<file path="config.mk">
export PLATFORM = sky130hd
export DESIGN_NAME = id_ex_stage
export DESIGN_NICKNAME = d
export VERILOG_FILES = /design/src/rtl/id_ex_stage.sv
export SDC_FILE = /design/constraint.sdc
export NUM_CORES = 1
export LEC_CHECK = 0
export ABC_AREA = 1
export CORE_MARGIN = 4
export CORE_UTILIZATION = 37
export CTS_BUF_LIST = sky130_fd_sc_hd__clkbuf_2 sky130_fd_sc_hd__clkbuf_4 sky130_fd_sc_hd__clkbuf_8
export DETAILED_ROUTE_END_ITERATION = 8
export HOLD_SLACK_MARGIN = 0.05
export PLACE_DENSITY = 0.85
export SLEW_MARGIN = 30
export SYNTH_ARGS = -nofsm -noshare
export SYNTH_HDL_FRONTEND = slang
export SYNTH_SLANG_ARGS = --single-unit
</file>
<file path="constraint.sdc">
create_clock -name clk -period 1.35 [get_ports clk]
set_input_delay 0.135 -clock clk [delete_from_list [all_inputs] [get_ports clk]]
set_output_delay 0.135 -clock clk [all_outputs]
set_load 0.01 [all_outputs]
</file>
<file path="src/rtl/id_ex_stage.sv">
// ---------------------------------------------------------------------------
// id_ex_stage : ID->EX pipeline register with valid/ready flow control,
//               flush and bubble insertion, plus a saturating stall counter.
//
// Optional feature macro: ID_EX_SKID_EN
//   undefined : in_ready = !out_valid | out_ready, so in_ready depends
//               combinationally on out_ready.
//   defined   : adds a one-entry skid buffer. in_ready = !skid_valid comes
//               straight from a register, so there is no combinational path
//               from out_ready.
//
// Ports
//   clk, reset          rising-edge clock, synchronous active-high reset
//   flush               kills the output slot and the skid entry
//   in_valid/in_ready   decode-side handshake
//   ctrl_in..imm_in     decode payload: ctrl bundle, pc, operands, indices, imm
//   out_valid/out_ready execute-side handshake
//   ctrl..imm           registered payload presented to execute
//   stall_cnt           saturating count of cycles with out_valid & !out_ready
// ---------------------------------------------------------------------------
module id_ex_stage #(
  parameter int XLEN        = 32,
  parameter int RADDR_W     = 5,
  parameter int CTRL_W      = 5,
  parameter int STALL_CNT_W = 16
) (
  input  logic                   clk,
  input  logic                   reset,
  input  logic                   flush,
  input  logic                   in_valid,
  output logic                   in_ready,
  input  logic [CTRL_W-1:0]      ctrl_in,
  input  logic [XLEN-1:0]        pc_in,
  input  logic [XLEN-1:0]        rs1_data_in,
  input  logic [XLEN-1:0]        rs2_data_in,
  input  logic [RADDR_W-1:0]     rs1_in,
  input  logic [RADDR_W-1:0]     rs2_in,
  input  logic [RADDR_W-1:0]     rd_in,
  input  logic [XLEN-1:0]        imm_in,
  output logic                   out_valid,
  input  logic                   out_ready,
  output logic [CTRL_W-1:0]      ctrl,
  output logic [XLEN-1:0]        pc,
  output logic [XLEN-1:0]        rs1_data,
  output logic [XLEN-1:0]        rs2_data,
  output logic [RADDR_W-1:0]     rs1,
  output logic [RADDR_W-1:0]     rs2,
  output logic [RADDR_W-1:0]     rd,
  output logic [XLEN-1:0]        imm,
  output logic [STALL_CNT_W-1:0] stall_cnt
);

  typedef struct packed {
    logic [CTRL_W-1:0]  ctrl;
    logic [XLEN-1:0]    pc;
    logic [XLEN-1:0]    rs1_data;
    logic [XLEN-1:0]    rs2_data;
    logic [RADDR_W-1:0] rs1;
    logic [RADDR_W-1:0] rs2;
    logic [RADDR_W-1:0] rd;
    logic [XLEN-1:0]    imm;
  } beat_t;

  beat_t                  in_beat;
  beat_t                  out_q, out_d;
  logic                   out_valid_q, out_valid_d;
  logic [STALL_CNT_W-1:0] stall_q, stall_d;
  logic                   accept, out_free;

  assign in_beat = '{ctrl: ctrl_in, pc: pc_in, rs1_data: rs1_data_in,
                     rs2_data: rs2_data_in, rs1: rs1_in, rs2: rs2_in,
                     rd: rd_in, imm: imm_in};

  // Output slot can take a new beat this cycle (empty or being consumed).
  assign out_free = !out_valid_q | out_ready;
  assign accept   = in_valid & in_ready;

`ifdef ID_EX_SKID_EN
  beat_t skid_q, skid_d;
  logic  skid_valid_q, skid_valid_d;

  assign in_ready = !skid_valid_q;

  always_comb begin
    out_d        = out_q;
    out_valid_d  = out_valid_q;
    skid_d       = skid_q;
    skid_valid_d = skid_valid_q;
    if (flush) begin
      // Any beat accepted this cycle is dropped along with the skid entry.
      out_valid_d  = 1'b0;
      out_d.ctrl   = '0;
      skid_valid_d = 1'b0;
    end else if (out_free) begin
      // in_ready is low while skid is full, so accept and a skid drain
      // never happen together: order is preserved.
      if (skid_valid_q) begin
        out_d        = skid_q;
        out_valid_d  = 1'b1;
        skid_valid_d = 1'b0;
      end else if (accept) begin
        out_d       = in_beat;
        out_valid_d = 1'b1;
      end else begin
        out_valid_d = 1'b0;
        out_d.ctrl  = '0;
      end
    end else if (accept) begin
      // Output stalled: park the beat.
      skid_d       = in_beat;
      skid_valid_d = 1'b1;
    end
  end

  always_ff @(posedge clk) begin
    if (reset) begin
      skid_q       <= '0;
      skid_valid_q <= 1'b0;
    end else begin
      skid_q       <= skid_d;
      skid_valid_q <= skid_valid_d;
    end
  end
`else
  assign in_ready = out_free;

  always_comb begin
    out_d       = out_q;
    out_valid_d = out_valid_q;
    if (flush) begin
      out_valid_d = 1'b0;
      out_d.ctrl  = '0;
    end else if (accept) begin
      out_d       = in_beat;
      out_valid_d = 1'b1;
    end else if (out_free) begin
      // Bubble: only ctrl is cleared, the rest of the payload holds.
      out_valid_d = 1'b0;
      out_d.ctrl  = '0;
    end
  end
`endif

  always_comb begin
    stall_d = stall_q;
    if (out_valid_q && !out_ready && !flush && !(&stall_q))
      stall_d = stall_q + STALL_CNT_W'(1);
  end

  always_ff @(posedge clk) begin
    if (reset) begin
      out_q       <= '0;
      out_valid_q <= 1'b0;
      stall_q     <= '0;
    end else begin
      out_q       <= out_d;
      out_valid_q <= out_valid_d;
      stall_q     <= stall_d;
    end
  end

  assign out_valid = out_valid_q;
  assign ctrl      = out_q.ctrl;
  assign pc        = out_q.pc;
  assign rs1_data  = out_q.rs1_data;
  assign rs2_data  = out_q.rs2_data;
  assign rs1       = out_q.rs1;
  assign rs2       = out_q.rs2;
  assign rd        = out_q.rd;
  assign imm       = out_q.imm;
  assign stall_cnt = stall_q;

endmodule
</file>
* Yosys cells after proc, flatten, opt, wreduce, memory -nomap -nowiden
Cells that the tools add are included.
** Word-level totals
- Flip-flop bits (word level) :: 165
- Logic and storage cells :: 29
** Cells by class
- $add $sub $neg :: 1
- Multiplexer cells :: 4
- Bitwise gates (word level) :: 3
- Reductions and logical operators :: 11
** Operator list (count)
- $add 16x1->16 const B :: 1
- $reduce_and 16->1 :: 1
- $mux 5 :: 2
- $logic_not 1->1 :: 4
- $logic_and 1x1->1 :: 3
- $mux 1 :: 2
- $reduce_and 2->1 :: 1
- $reduce_bool 2->1 :: 1
- $reduce_or 2->1 :: 1
- $and 1x1->1 :: 1
- $not 1->1 :: 1
- $or 1x1->1 :: 1

* Depth between registers and ports, before layout
- Word-level depth :: 4
- Gate-level depth with buffers :: 10
- Depth with buffers taken out :: 10

* Worst setup path after synthesis
No wires, ideal clock.
- Kind :: register to register
- Start :: reg stall_q[0] (netlist: stall_cnt[0])
- End :: reg stall_q[10] (netlist: stall_cnt[10])
- Setup time :: 0.115 ns
- Arrival time :: 1.295 ns
- Required time :: 1.235 ns
- Path slack :: -0.060 ns
- Stages on the path, launching flop included :: 9
- Cell sequence :: dfxtp_1 > ha_1 > nand3_1 > nor2_2 > nand2_2 > nor2_4 > nand3_1 > nand2_1 > nor2_1
** Between the ends
- Cells in the longest elaborated chain, start to end :: 3
- Elaborated cells on any way between the ends :: 4
- Those cells by class :: add/sub (1); reduce/logical (3)
** Ends and longest elaborated chain
- start: declaration :: line 67 : logic [STALL_CNT_W-1:0] stall_q, stall_d;
- start signal: assignment :: line 158 : stall_q <= stall_d;
- branches (longest 3 deep; another with $add 16x1->16)
Several ways; the timed one is not identified.
A chain may end at the register's enable or synchronous reset.

* Worst setup path in the final report
- Start :: reg stall_q[6] (netlist: stall_cnt[6])
- End :: reg stall_q[11] (netlist: stall_cnt[11])
The elaborated chain is that of the path after synthesis.

==> impl_metrics.tcl <==
set metrics [dict create \
    start_kind "register" \
    drv_cap 0 \
    violations "negative setup slack" \
    max_freq_mhz 729 \
    grt_usage_pct 19.3 \
    synthesis.area_um2 6360 \
    fin_ws_ps -22.6 \
    synth.yosys.seq_area_share_pct 51.9 \
    clockBufferDepth 2 \
    power.share.clock_pct 34.2 \
    grt_max_degree 79 \
    swShare_pct 25.7 \
    ys_warn_count 0 \
    ys.flop_type "dfxtp_1" \
    cts_tree "done" \
    hp-class "primary input to register" \
    syn_nets 950 \
    clkTransAtPathRegs_ps 90 \
    clock_latency_ps 440 \
    worst_pin_slew_ps 293 \
    hpwl_mm 15.0 \
    grt.overflow.total 0 \
    r2r_start "stall_cnt[6]" \
    yosys_register_bits 165 \
    critPathArrivalTime_ps 1750 \
    p_sw_mw 2.78 \
    synthCells 796 \
    final-hold-violation-count 0 \
    finalPower_mw 10.8 \
    slew_headroom_pct 80.5 \
    syn2layout_area_growth_pct 63.8 \
    fp.coreArea_um2 16700 \
    synth_cell_types 27 \
    die-area_um2 19400 \
    via_per_inst 4.65 \
    fin_crit_sh_pct 102 \
    htreeDepth 4 \
    synth.most_common_cell "dfxtp_1" \
    ff2ff_path_depth 8 \
    dieWidth_um 139 \
    holdBufCountCts 0 \
    ios 319 \
    min_from "ctrl_in[2]" \
    wl_per_cell_um 14.4 \
    holdPathStages 3 \
    synth_top_area_share_pct 51.9 \
    final_nets 1297 \
    setup_violations 3 \
    grt_pass1_wl_mm 30.2 \
    worstSetupPathType "register to register" \
    initialDrtViolationCount 299 \
    powerDensity_nw_per_um2 1040 \
    power.leakage_nw 4.69 \
    wirelength_mm 19.8 \
    num_vias 6394 \
    die_h_um 139 \
    drc 0 \
    antenna_found_initial 2 \
    intPower_mw 8.01 \
    final_cell_count_no_fill 1376 \
    yosys.area.top_type "dfxtp_1" \
    setup_tns_ps -43.2 \
    holdPathEnd "ctrl[2]" \
    drv_slew 0 \
    crit_fanout 4 \
    portBuffers 318 \
    start_util_pct 38.1 \
    cts_made_buffers 17 \
    synth_commonest_cells "165 x dfxtp_1, 158 x inv_1, 154 x a21oi_1, 76 x o21ai_0, 73 x o21ai_1" \
    async_reset_ff_share_pct 0 \
    reg2reg_to "stall_cnt[11]" \
    synth_edf_count 0 \
    skew_ps 12.4 \
    ir_drop_uv 561 \
    gp_congestion 0.864 \
    crit_path_end_kind "register" \
    ant_nets 0 \
    seqPwrFrac_pct 49.2 \
    final_layout_size_suffix_gt1_share_pct 13.2 \
    rrSetupSlack_ps -20 \
    p_comb_share_pct 16.6 \
    dp.cells 1338 \
    rsz0062_at_grt "true" \
    grt_pass1_vias 5998 \
    core.rowCount 47 \
    cts_sinks 165 \
    syn-mean-instance-area_um2 7.99 \
    crit_required_ps 1720 \
    yosys-top-cells-area "dfxtp_1 52%, a21oi_1 12%, inv_1 9.3%, o21ai_0 6.0%, o21ai_1 5.7%" \
    status "finished with violations" \
    fin_crit_ps 1370 \
    dr.pass1.iters 4 \
    cts-root-buf "clkbuf_8" \
]
==> cell type report <==
class / count / area, um^2
Antenna cell: 1 / 2.50
Clock inverter: 12 / 155
Tap cell: 220 / 275
Clock buffer: 19 / 249
Multi-Input combinational cell: 420 / 2210
Inverter: 161 / 611
Timing Repair Buffer: 378 / 3580
Sequential cell: 165 / 3330
Fill cell: 1434 / 6280
==> power groups by stage <==
stage	Sequential, mW	Combinational [mW]	Clock, mW
floorplan	5.58	0.580	0
global route	5.34	1.96	3.98
finish	5.31	1.79	3.69
detailed placement	5.44	2.00	0
global placement	5.42	1.97	0
CTS	5.31	1.81	3.79
==> sequential cells by signal, summed over array words and instances (netlist names) <==
signal     cells
rs1_data      32
rs2_data      32
rs1            5
out_valid      1
imm           32
rd             5
rs2            5
stall_cnt     16
ctrl           5
pc            32
==> through the flow <==
stage	cell area (um^2)	hold slack (ps)	util [%]	setup WS [ps]
floorplan	6360	204	-	21.3
CTS	10400	240	62.2	-22.5
detailed placement	10100	434	60.5	-239
global route	10400	259	62.4	-125
finish	10400	272	62.4	-22.6
global placement	10100	429	60.5	-224
==> placed cells by master (no fill, tap or decap), types with 7 or more instances in the layout <==
| cell type | instances |
|---|---|
| a21oi_1 | 154 |
| buf_12 | 14 |
| buf_4 | 44 |
| clkbuf_8 | 17 |
| clkdlybuf4s50_1 | 152 |
| dfxtp_1 | 153 |
| dfxtp_2 | 8 |
| dlygate4sd2_1 | 150 |
| inv_1 | 157 |
| nand2_1 | 34 |
| nand2_2 | 7 |
| nand3_1 | 19 |
| nor2_1 | 24 |
| nor2_2 | 10 |
| o21ai_0 | 71 |
| o21ai_1 | 76 |
==> how the worst max path moves through the flow <==
| stage | start | end | slack (ps) | cells after the start |
|---|---|---|---|---|
| global route | stall_cnt[6] | stall_cnt[11] | -120 | 8 |
| floorplan | stall_cnt[0] | stall_cnt[10] | 20 | 8 |
| detailed placement | flush | pc[14] | -240 | 7 |
| finish | stall_cnt[6] | stall_cnt[11] | -20 | 8 |
| CTS | out_valid | out_valid | -20 | 2 |
| global placement | out_ready | imm[4] | -220 | 7 |
==> layer usage <==
layer	global-route usage, %	wire [um]	vias to the layer above
met1	20.9	7620	2869
met2	34.3	10100	223
met3	6.10	1350	47
met5	0	13	-
met4	9.01	674	2
li1	-	-	3253
==> worst max-delay path, stage by stage, from the launching register on <==
cell	delay, ps
dfxtp_2	340
buf_4	130
nand2_2	100
nor3_4	250
buf_4	140
nand3b_1	80
nand2_1	80
nor2_1	50
nor2_1	140
==> logic make-up (layout without fill, tap and decap cells) <==
kind of cell / count (synthesis) / in the layout / synth area share [%]
other cells: 0 / 1 / 0
simple gates: 112 / 112 / 9.07
buf+inv: 211 / 570 / 14.4
flops: 165 / 165 / 51.9
fa+ha+maj: 1 / 1 / 0.197
xor+xnor: 4 / 4 / 0.551
compound gates: 303 / 303 / 23.8
==> timing repair <==
action,CTS,global route
setup buffers,4,2
resized for setup,204,32
setup endpoints to repair,176,30
pin swaps,3,10
Power figures use the tool's default switching activity.
